--- config.mk ---
export PLATFORM = sky130hd
export DESIGN_NAME = hamming_serial_encoder_flat
export DESIGN_NICKNAME = d
export VERILOG_FILES = /design/src/rtl/hamming_serial_encoder_if.sv /design/src/rtl/hamming_serial_encoder.sv /design/src/flat_wrapper.sv
export SDC_FILE = /design/constraint.sdc
export NUM_CORES = 1
export LEC_CHECK = 0
export ABC_AREA = 0
export CAP_MARGIN = 5
export CORE_UTILIZATION = 54
export CTS_CLUSTER_DIAMETER = 60
export DETAILED_ROUTE_END_ITERATION = 10
export GPL_TIMING_DRIVEN = 0
export PLACE_DENSITY = 0.82
export SETUP_SLACK_MARGIN = 0.15
export SLEW_MARGIN = 0
export SYNTH_ARGS = -nofsm -noshare
export SYNTH_HDL_FRONTEND = slang
export SYNTH_SLANG_ARGS = --single-unit
--- constraint.sdc ---
create_clock -name clk -period 2.55 [get_ports clk]
set_input_delay 0.255 -clock clk [delete_from_list [all_inputs] [get_ports clk]]
set_output_delay 0.255 -clock clk [all_outputs]
set_load 0.02 [all_outputs]
--- src/rtl/hamming_serial_encoder_if.sv ---
// hamming_serial_encoder_if: serial bit input and codeword output handshake bundle
interface hamming_serial_encoder_if #(parameter int CODE_W = 7);
  logic              write;
  logic              data_inp;
  logic              abort;
  logic              ready;
  logic [CODE_W-1:0] data_out;
  logic              out_valid;
  logic              out_ready;
  logic              overrun;
  modport master (output write, data_inp, abort, out_ready, input ready, data_out, out_valid, overrun);
  modport slave (input write, data_inp, abort, out_ready, output ready, data_out, out_valid, overrun);
endinterface

--- src/rtl/hamming_serial_encoder.sv ---
// hamming_serial_encoder: collects DATA_W serial bits and emits a Hamming (optionally SEC-DED) codeword
module hamming_serial_encoder #(
  parameter int DATA_W = 4,
  parameter bit SECDED = 1'b0
) (
  input logic clk,
  input logic reset,
  hamming_serial_encoder_if.slave bus
);
  function automatic int calc_par_w(input int d);
    int r;
    r = 1;
    while ((1 << r) < d + r + 1) r++;
    return r;
  endfunction
  localparam int PAR_W = calc_par_w(DATA_W);
  localparam int N = DATA_W + PAR_W;
  localparam int CODE_W = N + int'(SECDED);
  localparam int CNT_W = $clog2(DATA_W + 1);
  typedef enum logic [1:0] {COLLECT, ENCODE, HOLD} state_t;
  state_t state_q, state_d;
  logic [CNT_W-1:0] cnt_q, cnt_d;
  logic [DATA_W-1:0] shift_q, shift_d, sel;
  logic [CODE_W-1:0] data_out_q, data_out_d, code;
  logic [N-1:0] ham;
  logic out_valid_q, out_valid_d, overrun_q, overrun_d, last_bit;
  assign last_bit = cnt_q == CNT_W'(DATA_W - 1);
  assign sel = DATA_W'(1) << cnt_q;
  always_ff @(posedge clk or negedge reset)
    if (!reset) begin
      state_q     <= COLLECT;
      cnt_q       <= '0;
      shift_q     <= '0;
      data_out_q  <= '0;
      out_valid_q <= 1'b0;
      overrun_q   <= 1'b0;
    end else begin
      state_q     <= state_d;
      cnt_q       <= cnt_d;
      shift_q     <= shift_d;
      data_out_q  <= data_out_d;
      out_valid_q <= out_valid_d;
      overrun_q   <= overrun_d;
    end
  always_comb begin
    state_d = state_q;
    case (state_q)
      COLLECT: state_d = (bus.write && !bus.abort && last_bit) ? ENCODE : COLLECT;
      ENCODE:  state_d = HOLD;
      HOLD:    state_d = bus.out_ready ? COLLECT : HOLD;
      default: state_d = COLLECT;
    endcase
  end
  // abort wins over a simultaneous write; bit k of the word lands in shift_q[k]
  always_comb begin
    cnt_d       = cnt_q;
    shift_d     = shift_q;
    data_out_d  = data_out_q;
    out_valid_d = out_valid_q;
    overrun_d   = bus.write && state_q != COLLECT;
    if (state_q == COLLECT && bus.abort) begin
      cnt_d   = '0;
      shift_d = '0;
    end else if (state_q == COLLECT && bus.write) begin
      shift_d = (shift_q & ~sel) | (bus.data_inp ? sel : '0);
      cnt_d   = last_bit ? '0 : cnt_q + 1'b1;
    end
    if (state_q == ENCODE) begin
      data_out_d  = code;
      out_valid_d = 1'b1;
    end
    if (state_q == HOLD && bus.out_ready) out_valid_d = 1'b0;
  end
  always_comb begin
    logic [DATA_W-1:0] rem;
    ham = '0;
    rem = shift_q;
    for (int p = 1; p <= N; p++)
      if ((p & (p - 1)) != 0) begin
        ham[p-1] = rem[0];
        rem = rem >> 1;
      end
    for (int j = 0; j < PAR_W; j++)
      for (int p = 1; p <= N; p++)
        if (((p >> j) & 1) != 0 && (p & (p - 1)) != 0) ham[(1 << j) - 1] = ham[(1 << j) - 1] ^ ham[p-1];
    code = CODE_W'({^ham, ham});
  end
  assign bus.ready     = state_q == COLLECT;
  assign bus.data_out  = data_out_q;
  assign bus.out_valid = out_valid_q;
  assign bus.overrun   = overrun_q;
endmodule

--- src/flat_wrapper.sv ---
// flat-port wrapper written by rule: the top's interface ports become plain ports
module hamming_serial_encoder_flat 
#(
  parameter int DATA_W = 4,
  parameter bit SECDED = 1'b0
)
  (clk, reset, bus_write, bus_data_inp, bus_abort, bus_out_ready, bus_ready, bus_data_out, bus_out_valid, bus_overrun);
  hamming_serial_encoder_if #(.CODE_W(7)) bus_i ();
  input logic clk;
  input logic reset;
  input wire logic [$bits(bus_i.write)-1:0] bus_write;
  input wire logic [$bits(bus_i.data_inp)-1:0] bus_data_inp;
  input wire logic [$bits(bus_i.abort)-1:0] bus_abort;
  input wire logic [$bits(bus_i.out_ready)-1:0] bus_out_ready;
  output wire logic [$bits(bus_i.ready)-1:0] bus_ready;
  output wire logic [$bits(bus_i.data_out)-1:0] bus_data_out;
  output wire logic [$bits(bus_i.out_valid)-1:0] bus_out_valid;
  output wire logic [$bits(bus_i.overrun)-1:0] bus_overrun;
  assign bus_i.write = bus_write;
  assign bus_i.data_inp = bus_data_inp;
  assign bus_i.abort = bus_abort;
  assign bus_i.out_ready = bus_out_ready;
  assign bus_ready = bus_i.ready;
  assign bus_data_out = bus_i.data_out;
  assign bus_out_valid = bus_i.out_valid;
  assign bus_overrun = bus_i.overrun;
  hamming_serial_encoder #(.DATA_W(DATA_W), .SECDED(SECDED)) u_core (.clk(clk), .reset(reset), .bus(bus_i));
endmodule
==> reports/qor.yml <==
yosysWarnings: 0
postSynthCellCount: 85
num_antenna_cells: 0
root_buffer: "clkbuf_4"
die_area_um2: 1810
grt_antenna_before_repair: 0
post_cts_resized: 0
place_area_um2: 1060
dieWidth_um: 42.6
cp.required_ps: 2300
multi_input_area_um2: 392
syn_nets: 95
finalMaxSlewViolations: 0
post-route-drc-count: 0
first_pass_iters: 4
seq_area_um2: 450
cts_tree: "done"
postCtsSetupBuffers: 0
portBuffers: 15
slew_headroom: 0.472
routed-via-count: 654
grt_usage: 0.211
grt_pass1_vias: 679
drv_cap: 0
path_cells: "buf_4, nor2_1, clkdlybuf4s50_1"
wl_per_cell_um: 12.7
fillers: 118
clkSlewWorstSetupHoldPaths_ps: 100
synth_area_leaders: "dfrtp_1 51%, ha_1 5.6%, o21ai_0 4.5%"
area_delta_synth_final_pct: 23.2
yosysSeqAreaShare: 0.507
ys_seq_elements: 18
final-hold-violation-count: 0
p_per_area_nw_per_um2: 539
intPower_uw: 437
cp-start-kind: "flip-flop"
crit_slowest_cell: "clkdlybuf4s50_1"
max_stage_delay_ps: 680
cts_made_buffers: 3
synth_top_area_frac: 0.507
synthesis.area_um2: 888
grt_pass1_wl_um: 2840
grt-ovfl-total: 0
cts_htree_levels: 1
swShare: 0.259
status: "completed"
postRouteAntennaNets: 0
fin_crit_sh: 0.795
grt_max_degree: 19
ioPinCount: 16
pwr-share-seq: 0.533
clk_latency_ps: 290
fin_crit_ps: 2030
setup_slack_ps: 523
tightest_slew_ps: 789
regToRegSetupSlack_ps: 1230
viasPerCell: 5.45
cts_sinks: 18
crit_fanout: 10
p_switching_uw: 153
fin_nets: 115
leakage_uw: 0.000482
fin_area_um2: 1090
drive_above_1_share: 0.0962
fmax_ghz: 0.493
place_ws_ps: 866
dp_hpwl_um: 1130
core_um2: 1520
fp.dieH_um: 42.6
clockBufferDepth: 2
fin_skew_ps: 5.83
start_util: 0.583
rsz0062_at_grt: "no"
hold_class: "input pin to asynchronous set/reset pin"
setup_violations: 0
crit_type: "flip-flop to output pin"
syn_avg_cell_area_um2: 10.5
postCtsHoldBufs: 0
layout_common_cells: "18 x dfrtp_1, 15 x clkdlybuf4s50_1, 8 x o21ai_0, 7 x nand2_1"
synth_top_cell_by_area: "dfrtp_1"
fin_tns_setup_ps: 0
synth.distinct_cells: 28
wirelength_um: 1530
layout_commonest_cell: "dfrtp_1"
ir_drop_uv: 322
critPathArrivalTime_ps: 1770
p_comb_frac: 0.176
clkPwrFrac: 0.291
place.gp.congestion: 0.766
cp-end-kind: "output pin"
drtIter0Drc: 11
core.rowCount: 14
[cell type report]
type / count / share of cell area
Clock buffer: 4 / 0.0331
Inverter: 6 / 0.0206
Timing Repair Buffer: 15 / 0.137
Tap cell: 16 / 0.0183
Multi-Input combinational cell: 58 / 0.358
Sequential cell: 18 / 0.411
Buffer: 3 / 0.0217
[synthesized netlist by cell type, drive strengths merged]
library cell  instances
dfrtp                18
o21ai                10
nand2                 8
inv                   6
nand2b                6
ha                    4
nand3                 4
a21oi                 3
buf                   3
nor2                  3
nor3                  3
o221ai                3
xnor2                 3
a221o                 1
a32oi                 1
and3b                 1
mux2                  1
nand3b                1
nand4                 1
nor2b                 1
nor4b                 1
o31a                  1
o31ai                 1
xor2                  1
[power groups by stage]
stage | Sequential, uW | Combinational (uW) | Clock, uW
detailed placement | 321 | 105 | 0
global route | 317 | 118 | 190
global placement | 320 | 102 | 0
finish | 315 | 104 | 172
CTS | 315 | 105 | 180
floorplan | 333 | 43.4 | 0
[layer usage]
metal	share of wire	global-route usage	vias up	wire length, um
met3	0.032	0.0517	0	49
met1	0.45	0.259	308	685
met2	0.52	0.354	10	790
li1	-	-	336	-
met5	0	0	-	0
met4	0	0.0875	0	0
[sequential cells by signal, indices dropped and copies added, names as in the netlist]
register,cells
u_core.state_q,2
u_core.bus.data_out,7
u_core.bus.overrun,1
u_core.shift_q,4
u_core.cnt_q,3
u_core.bus.out_valid,1
[final timing paths]
kind	start	endpoint	cells past startpoint
min in group clk	u_core.bus.data_out[1]	u_core.bus.data_out[1]	2
worst max-delay path	u_core.state_q[1]	bus_ready	3
worst min register to register	u_core.bus.data_out[1]	u_core.bus.data_out[1]	2
worst min-delay path	reset	u_core.bus.data_out[4]	1
max in group asynchronous	reset	u_core.cnt_q[0]	1
worst max register to register	u_core.state_q[1]	u_core.shift_q[1]	4
[cell families after synthesis]
logic type	Yosys count	share of synthesized area
buf+inv	9	0.0521
xor+xnor	4	0.0394
simple gates	29	0.190
flops	18	0.507
fa+ha+maj	4	0.0563
mux	1	0.0127
compound gates	20	0.142
[per-stage QoR]
stage	utilization	hold WS (ps)	power, uW	instances
final	0.718	416	590	120
after global routing	0.718	493	625	120
after CTS	0.718	436	600	120
after detailed placement	0.695	470	426	116
after global placement	0.695	464	422	116
after floorplan	-	-40.6	376	85
[worst max-delay path: cells and delay by family (launching register included)]
kind                   cells  cell delay, ps
buffers and inverters      2             850
DFF                        1             370
and+or+nand+nor            1             260
Power figures use the tool's default switching activity.
